<file path="config.mk">
export PLATFORM = sky130hd
export DESIGN_NAME = uut_result_uart
export DESIGN_NICKNAME = d
export VERILOG_FILES = /design/src/rtl/uut_result_uart.sv
export SDC_FILE = /design/constraint.sdc
export NUM_CORES = 1
export LEC_CHECK = 0
export BUFFER_PORTS_ARGS = -buffer_cell sky130_fd_sc_hd__buf_2
export CAP_MARGIN = 15
export CORE_UTILIZATION = 36
export CTS_BUF_LIST = sky130_fd_sc_hd__clkbuf_8
export DETAILED_ROUTE_END_ITERATION = 16
export PLACE_DENSITY = 0.6
export SYNTH_ARGS = -nofsm -noshare
export SYNTH_HDL_FRONTEND = slang
export SYNTH_SLANG_ARGS = --single-unit
</file>
<file path="constraint.sdc">
create_clock -name clk -period 4.7 [get_ports clk]
set_clock_uncertainty 0.2 [all_clocks]
set_input_delay 0.705 -clock clk [delete_from_list [all_inputs] [get_ports clk]]
set_output_delay 0.705 -clock clk [all_outputs]
set_load 0.1 [all_outputs]
</file>
<file path="src/rtl/uut_result_uart.sv">
// Result-logging UART transmitter: captures each completed UUT result into a small FIFO
// and streams it to the host as a 10-byte 8N1 frame (0xA5, 8 payload bytes MSB first, XOR checksum).
module uut_result_uart #(
  parameter int CLK_HZ = 100000000,
  parameter int BAUD   = 115200,
  parameter int DATA_W = 64,
  parameter int DEPTH  = 4
) (
  input  logic              clk,
  input  logic              rst,
  input  logic              rst_uut,
  input  logic              end_uut,
  input  logic [DATA_W-1:0] block_o_uut,
  output logic              tx,
  output logic              busy,
  output logic              overflow,
  output logic [15:0]       count_o
);

  localparam int DIV = CLK_HZ / BAUD;
  localparam int CW  = (DIV > 1) ? $clog2(DIV) : 1;
  localparam int AW  = (DEPTH > 1) ? $clog2(DEPTH) : 1;
  localparam int NB  = DATA_W / 8;
  localparam logic [7:0] SYNC = 8'hA5;

  typedef enum logic [2:0] {IDLE, LOAD, START, DATA, STOP} state_t;

  state_t            state;
  logic              end_q;
  logic [DATA_W-1:0] mem [DEPTH];
  logic [AW-1:0]     wr_ptr, rd_ptr;
  logic [AW:0]       fcnt;
  logic              cap, pop, push, full, nempty;

  logic [DATA_W-1:0] shreg;
  logic [7:0]        byte_sr, csum;
  logic [3:0]        byte_idx;
  logic [2:0]        bit_idx;
  logic [CW-1:0]     baud_cnt;
  logic              bit_end;

  function automatic logic [7:0] xsum(input logic [DATA_W-1:0] d);
    logic [7:0] s;
    s = '0;
    for (int i = 0; i < NB; i++) s ^= d[8*i +: 8];
    return s;
  endfunction

  // Capture on the rising edge of end_uut, ignored while the UUT is held in reset
  assign cap     = end_uut & ~end_q & ~rst_uut;
  assign full    = (fcnt == (AW+1)'(DEPTH));
  assign nempty  = (fcnt != '0);
  assign pop     = (state == LOAD);
  assign push    = cap & (~full | pop);
  assign bit_end = (baud_cnt == CW'(DIV - 1));
  assign busy    = (state != IDLE) | nempty;

  always_ff @(posedge clk) begin
    if (push) mem[wr_ptr] <= block_o_uut;
  end

  always_ff @(posedge clk or posedge rst) begin
    if (rst) begin
      end_q    <= 1'b0;
      wr_ptr   <= '0;
      rd_ptr   <= '0;
      fcnt     <= '0;
      overflow <= 1'b0;
    end else begin
      end_q <= end_uut;
      if (push) wr_ptr <= wr_ptr + 1'b1;
      if (pop)  rd_ptr <= rd_ptr + 1'b1;
      fcnt <= fcnt + (AW+1)'(push) - (AW+1)'(pop);
      if (cap && full && !pop) overflow <= 1'b1;
    end
  end

  // byte_sr holds the byte on the line; shreg feeds payload bytes MSB first
  always_ff @(posedge clk or posedge rst) begin
    if (rst) begin
      state    <= IDLE;
      tx       <= 1'b1;
      count_o  <= '0;
      shreg    <= '0;
      byte_sr  <= '0;
      csum     <= '0;
      byte_idx <= '0;
      bit_idx  <= '0;
      baud_cnt <= '0;
    end else begin
      case (state)
        IDLE: if (nempty) state <= LOAD;
        LOAD: begin
          shreg    <= mem[rd_ptr];
          csum     <= xsum(mem[rd_ptr]);
          byte_idx <= '0;
          byte_sr  <= SYNC;
          baud_cnt <= '0;
          tx       <= 1'b0;
          state    <= START;
        end
        START: begin
          if (bit_end) begin
            baud_cnt <= '0;
            tx       <= byte_sr[0];
            byte_sr  <= {1'b0, byte_sr[7:1]};
            bit_idx  <= '0;
            state    <= DATA;
          end else baud_cnt <= baud_cnt + 1'b1;
        end
        DATA: begin
          if (bit_end) begin
            baud_cnt <= '0;
            if (bit_idx == 3'd7) begin
              tx    <= 1'b1;
              state <= STOP;
            end else begin
              tx      <= byte_sr[0];
              byte_sr <= {1'b0, byte_sr[7:1]};
              bit_idx <= bit_idx + 1'b1;
            end
          end else baud_cnt <= baud_cnt + 1'b1;
        end
        STOP: begin
          if (bit_end) begin
            baud_cnt <= '0;
            if (byte_idx != 4'(NB + 1)) begin
              byte_idx <= byte_idx + 1'b1;
              tx       <= 1'b0;
              state    <= START;
              if (byte_idx == 4'(NB)) byte_sr <= csum;
              else begin
                byte_sr <= shreg[DATA_W-1 -: 8];
                shreg   <= shreg << 8;
              end
            end else begin
              count_o <= count_o + 1'b1;
              state   <= nempty ? LOAD : IDLE;
            end
          end else baud_cnt <= baud_cnt + 1'b1;
        end
        default: state <= IDLE;
      endcase
    end
  end

endmodule

</file>
==> metrics.csv, run 1 <==
stage,metric,value,unit
run_status,status,finished clean,
clock_tree,clock-root-buffer,clkbuf_8,
power_and_ir_drop,p_sw_frac,0.2289,
cells_and_area,final_common_cell,edfxtp_1,
min_path,hold_class,input pin to asynchronous set/reset pin,
die,io_pins,87,
cells_and_area,final_cell_area,18200,µm²
run,maxCapViolations,0,
routing,drc,0,
cells_and_area,drive_above_1_share,0.2318,
synthesis,synth_edf_count,256,
global_route,grt-ovfl-total,0,
power_and_ir_drop,p_per_area,406.0,nW/µm²
sta,rsz0062_at_grt,false,
die,core.rowCount,76,
clock_tree,clk_pin_slew,0.06,ns
worst_setup_path,crit_start,end_uut,
worst_setup_path,r2r_end,mem[2][36],
synthesis,synth.avg_cell_area,15.30,µm²
clock_tree,tritoncts,yes,
global_route,grt_antenna_before_repair,2,
power_and_ir_drop,seqPwrFrac,0.515,
synthesis,synth_cell_types,53,
clock_tree,cts_sinks,382,
power_and_ir_drop,p_int,5.698,mW
power_and_ir_drop,clockPowerShare,0.424,
power_and_ir_drop,p_leak,6.845,nW
synthesis,synthFlopType,edfxtp_1,
die,dieWidth,210.5,µm
worst_setup_path,worstPathCellList,"dlygate4sd3_1, buf_2, nor3b_1, inv_1, a31oi_1, and2_2, buf_4",
worst_setup_path,arrival,3.48,ns
placement,post-place-ws,1.165,ns
clock_tree,h-tree-depth,3,
routing,totalWireLength,32770,µm
sta,fin_crit,3.393,ns
synthesis,ys_warn_count,0,
clock_tree,cts_made_buffers,66,
sta,worst_slew_pin_slew,0.9099,ns
worst_setup_path,worstSetupEndpoint,mem[2][36],
global_route,track_usage,0.1541,
routing,viasPerCell,4.899,
worst_setup_path,worstPathMaxFanout,18,
placement,placedCellCount,1661,
routing,vias,8725,
worst_setup_path,end_kind,flop,
worst_setup_path,critPathLaunchType,input pin,
worst_setup_path,rr_worst_depth,4,
routing,detail-route-antenna-nets,0,
synthesis,synth_seq_area_share,0.6927,
routing,initialDrtViolationCount,561,
die,start_util,0.3641,
global_route,grt_max_degree,113,
cells_and_area,syn_to_final_growth,16.29,%
clock_tree,insertion_delay,0.61,ns
sta,max_freq,0.2947,GHz
synthesis,synthesis.nets,1105,
synthesis,yosys_register_bits,382,
placement,dpl.hpwl,20550,µm
global_route,grt_pass1_wl,51490,µm
sta,setup_viol,0,
cells_and_area,fin_nets,1227,
routing,wl_per_cell,18.40,µm
routing,first_pass_iters,5,
synthesis,synth_cells,1023,
clock_tree,post_cts_buffers,0,
die,core-area,42980,µm²
worst_setup_path,max_stage_delay,0.65,ns
placement,placed_cell_area,16810,µm²
cells_and_area,fin_util,0.4235,
synthesis,syn-cell-area,15650,µm²
clock_tree,clockBufferDepth,3,
die,die_y,210.5,µm
cells_and_area,final_cell_mix,"edfxtp_1 (256), nand2_1 (145), dfrtp_1 (123), buf_2 (86), nor2_1 (79)",
power_and_ir_drop,power.switching,1.691,mW
sta,relSlewSlack,0.3893,
power_and_ir_drop,comb_power_share,0.061,
worst_setup_path,cp_slowest_cell,a31oi_1,
die,die_area,44310,µm²
worst_setup_path,crit_type,input pin to flop,
sta,drv_slew,0,
sta,fin_crit_sh,0.7219,
global_route,grt_pass1_vias,8801,
worst_setup_path,rr_startpoint,state[0],
synthesis,synthArstFlopShare,0.3298,
worst_setup_path,cp_data_required_time,4.79,ns
worst_setup_path,r2r_slack,1.48,ns
power_and_ir_drop,ir_drop,0.1987,mV
sta,hold_viol,0,
cells_and_area,final_cells,1781,
clock_tree,ctsResizeCount,0,
placement,place_congestion,0.7352,
sta,setup_tns,0,ns
sta,setup_ws,1.307,ns
placement,port_buffers,86,
[metal layers]
metal  routed length, µm  up-vias  track usage  share of wire
li1                    -     4052            -              -
met1               14880     4392       0.2128           0.45
met2               15440      205       0.2396           0.47
met3                1600       74      0.03501          0.049
met4                 824        2      0.05422          0.025
met5                  13        -            0        0.00040
[state kept, by name, indices dropped and copies added (netlist names)]
register  flops
mem         256
shreg        64
count_o      16
baud_cnt     10
byte_sr       8
csum          8
byte_idx      4
bit_idx       3
fcnt          3
state         3
rd_ptr        2
wr_ptr        2
end_q         1
overflow      1
tx            1
[power groups by stage]
stage | combinational, mW | clock [mW] | sequential, mW
floorplan | 0.250 | 0 | 3.90
global placement | 0.457 | 0 | 3.87
detailed placement | 0.462 | 0 | 3.87
CTS | 0.466 | 3.23 | 3.81
global route | 0.499 | 3.37 | 3.81
finish | 0.452 | 3.13 | 3.80
[logic make-up after synthesis]
logic type      count (synthesis)  share of synthesized area
mux                            80                     0.1030
flops                         382                     0.6927
fa+ha+maj                      14                    0.01167
compound gates                125                    0.05164
xor+xnor                       79                    0.04421
buf+inv                        67                    0.02078
simple gates                  276                    0.07602
[synth_stat cells, drive strengths merged (2+ instances only)]
master / number / area, µm²
and3b: 2 / 17.52
edfxtp: 256 / 7687
buf: 30 / 185.2
o31ai: 2 / 15.01
nor2: 79 / 296.5
nand2: 145 / 544.3
or3: 6 / 37.54
ha: 13 / 162.7
nand3b: 2 / 15.01
xnor2: 67 / 586.8
mux4: 64 / 1441
nand4: 4 / 25.02
or3b: 2 / 17.52
xor2: 12 / 105.1
mux2i: 8 / 80.08
nor2b: 3 / 18.77
inv: 16 / 60.06
and2: 6 / 37.53
and4: 2 / 17.52
o21ai: 32 / 160.1
a21oi: 12 / 67.57
o2111ai: 2 / 23.77
nor3b: 2 / 26.28
nand3: 13 / 65.06
a211oi: 2 / 32.53
dfrtp: 125 / 3128
nor3: 4 / 20.02
clkbuf: 20 / 75.07
a31oi: 58 / 362.9
and3: 4 / 25.02
mux2: 8 / 90.09
a22o: 11 / 96.34
[stage by stage]
step	hold slack (ns)	total power [mW]
CTS	0.05496	7.500
finish	0.06806	7.389
floorplan	0.2492	4.148
global placement	0.2517	4.323
global route	0.06918	7.681
detailed placement	0.2697	4.334
[cell type report]
cell class,count,area [µm²]
diodes,1,2.502
clock buffers,73,1005
clock inverters,45,370.4
fillers,3939,24780
inverters,17,67.56
multi-input cells,574,4497
flip-flops and latches,382,10850
well taps,585,732.0
repair buffers,104,680.7
[what timing repair did]
action	CTS	global route
hold buffers	1	0
setup endpoints to repair	0	0
hold endpoints to repair	1	0
[critical path: cells and delay by family]
kind | cells | cell delay [ns]
buffers and inverters | 4 | 1.10
AOI/OAI and AO/OA | 1 | 0.65
and+or+nand+nor | 2 | 1.00
[how the worst min path moves through the flow]
stage | startpoint | endpoint | slack, ns | cells past startpoint
finish | rst | count_o[10] | 0.07 | 2
global route | block_o_uut[6] | mem[3][6] | 0.07 | 1
CTS | block_o_uut[35] | mem[0][35] | 0.05 | 1
detailed placement | csum[6] | csum[6] | 0.27 | 2
global placement | count_o[15] | count_o[15] | 0.25 | 1
floorplan | csum[0] | csum[0] | 0.25 | 2
Note: power is estimated with default switching activity, not from simulation.
==> run 2: changes to the inputs <==
- PLACE_DENSITY: 0.6 -> 0.62
- clock period: 4.7 -> 3 ns (I/O delays scaled with it)
==> run 2 against run 1 <==
First-iteration DRC count is 14% higher. Critical path depth fell by 1. Register-to-register slack worse by 1.1 ns. Worst setup slack worse by 0.95 ns. Global-route usage increased by 0.057 points. Total power rose by 58%. Largest cell class unchanged. Largest power group unchanged.
==> metrics.csv, run 2 (same netlist as run 1, synthesis figures left out) <==
stage,metric,value,unit
run_status,status,finished clean,
cells_and_area,drive_above_1_share,0.2395,
worst_setup_path,rr_startpoint,rd_ptr[0],
worst_setup_path,rr_worst_depth,6,
die,io_pins,87,
placement,port_buffers,86,
die,die_y,210.5,µm
routing,totalWireLength,33150,µm
cells_and_area,largest_reg_flops,256,
cells_and_area,seqCellArea,10850,µm²
routing,drc,0,
cells_and_area,fin_nets,1310,
clock_tree,cts_made_buffers,68,
global_route,grt-ovfl-total,0,
cells_and_area,regMostFlops,mem,
min_path,whs_endpoint,overflow,
min_path,hold_class,input pin to flop,
global_route,grt_pass1_vias,9342,
cells_and_area,multiInputGateArea,4497,µm²
run,maxCapViolations,0,
min_path,hold_start,rst_uut,
cells_and_area,fin_util,0.4436,
worst_setup_path,cp_data_required_time,3.28,ns
worst_setup_path,critPathLaunchType,flop,
sta,fin_crit,2.642,ns
placement,place_congestion,0.8091,
sta,rsz0062_at_grt,false,
worst_setup_path,r2r_end,csum[6],
cells_and_area,final_cell_area,19070,µm²
global_route,grt_pass1_wl,52470,µm
clock_tree,clock-root-buffer,clkbuf_8,
cells_and_area,num_antenna_cells,0,
global_route,grt_antenna_before_repair,1,
die,start_util,0.3641,
placement,dpl.hpwl,20860,µm
sta,hold_viol,0,
worst_setup_path,arrival,2.92,ns
routing,viasPerCell,4.838,
global_route,grt_max_degree,97,
sta,max_freq,0.3785,GHz
die,die_area,44310,µm²
clock_tree,clk_pin_slew,0.06,ns
sta,setup_tns,0,ns
routing,first_pass_iters,5,
cells_and_area,final_cells,1867,
worst_setup_path,worstPathMaxFanout,11,
power_and_ir_drop,power,11.70,mW
placement,placedCellCount,1677,
worst_setup_path,r2r_slack,0.36,ns
worst_setup_path,crit_type,flop to flop,
sta,fin_crit_sh,0.8807,
clock_tree,h-tree-depth,3,
die,dieWidth,210.5,µm
clock_tree,cts_sinks,382,
cells_and_area,syn_to_final_growth,21.82,%
sta,drv_slew,0,
routing,initialDrtViolationCount,637,
power_and_ir_drop,p_per_area,613.4,nW/µm²
sta,relSlewSlack,0.4880,
die,core-area,42980,µm²
power_and_ir_drop,p_leak,7.200,nW
placement,placed_cell_area,16990,µm²
clock_tree,insertion_delay,0.61,ns
clock_tree,clockBufferDepth,3,
routing,wl_per_cell,17.76,µm
cells_and_area,final_cell_mix,"edfxtp_1 (256), nand2_1 (145), dfrtp_1 (123), buf_2 (86)",
global_route,track_usage,0.1546,
cells_and_area,reg_top3,"mem: 256 flops, shreg: 64 flops, count_o: 16 flops",
worst_setup_path,end_kind,flop,
routing,vias,9032,
cells_and_area,fillers,3886,
power_and_ir_drop,ir_drop,0.4271,mV
cells_and_area,final_common_cell,edfxtp_1,
routing,detail-route-antenna-nets,0,
sta,setup_viol,0,
sta,worst_slew_pin_slew,0.7679,ns
min_path,hold_depth,3,
die,core.rowCount,76,
clock_tree,tritoncts,yes,
[run 2: cell count changes in the layout (fill, tap and decap cells not counted), moves of 2 or more]
cell	delta
dlygate4sd3_1	+65
bufinv_16	-2
buf_12	+4
clkbuf_8	+6
clkinvlp_4	+3
inv_1	-11
clkinv_2	+8
clkinv_1	+3
buf_4	+12
[run 2: worst max path at each step]
| stage | from | to | slack (ns) | depth (start not counted) |
|---|---|---|---|---|
| final | rd_ptr[0] | csum[6] | 0.36 | 6 |
| after global routing | rd_ptr[0] | csum[6] | 0.29 | 6 |
| after CTS | rd_ptr[0] | csum[6] | 0.32 | 6 |
| after detailed placement | rd_ptr[0] | csum[6] | 0.32 | 6 |
| after global placement | rd_ptr[0] | csum[6] | 0.33 | 6 |
| after floorplan | state[0] | mem[0][0] | 0.13 | 5 |
[run 2: routing by layer]
metal  up-vias  GRT usage  wire length (µm)
met1      4512     0.2074             15120
li1       4218          -                 -
met3        76    0.02950              1434
met5         -          0                13
met2       224     0.2472             15640
met4         2    0.06422               948
[run 2: area by class of cell]
type,count,area share
clock buffer,79,0.05703
clock inverter,45,0.01746
inverter,17,0.003609
multi-input combinational,574,0.2359
sequential,382,0.5689
tap,585,0.03839
timing repair buffer,185,0.07875
[run 2: timing repair]
action / in CTS / in global routing
setup buffers: 0 / 0
endpoints found under the setup margin: 0 / 0
resized for setup: 0 / 0
hold endpoints to repair: 382 / 0
hold buffers: 66 / 0
[run 2: report_power, final]
group          leakage (nW)  switching (mW)  internal (mW)  total (mW)
clock                 0.783            2.18           2.78        4.97
combinational          2.59           0.446          0.317       0.763
sequential             3.83          0.0795           5.89        5.97
[run 2: worst max-delay path: stages (launching register included)]
cell	delay, ns
dfrtp_4	0.60
buf_4	0.29
mux4_2	0.57
xnor2_1	0.17
xnor2_1	0.41
xnor2_1	0.17
o21ai_0	0.09
[run 2: metrics by stage]
stage	worst slack, ns	hold slack, ns
final	0.3580	0.06604
after detailed placement	0.3203	0.2610
after CTS	0.3194	0.02691
after global routing	0.2862	0.03971
after floorplan	0.1299	0.2492
after global placement	0.3251	0.2525
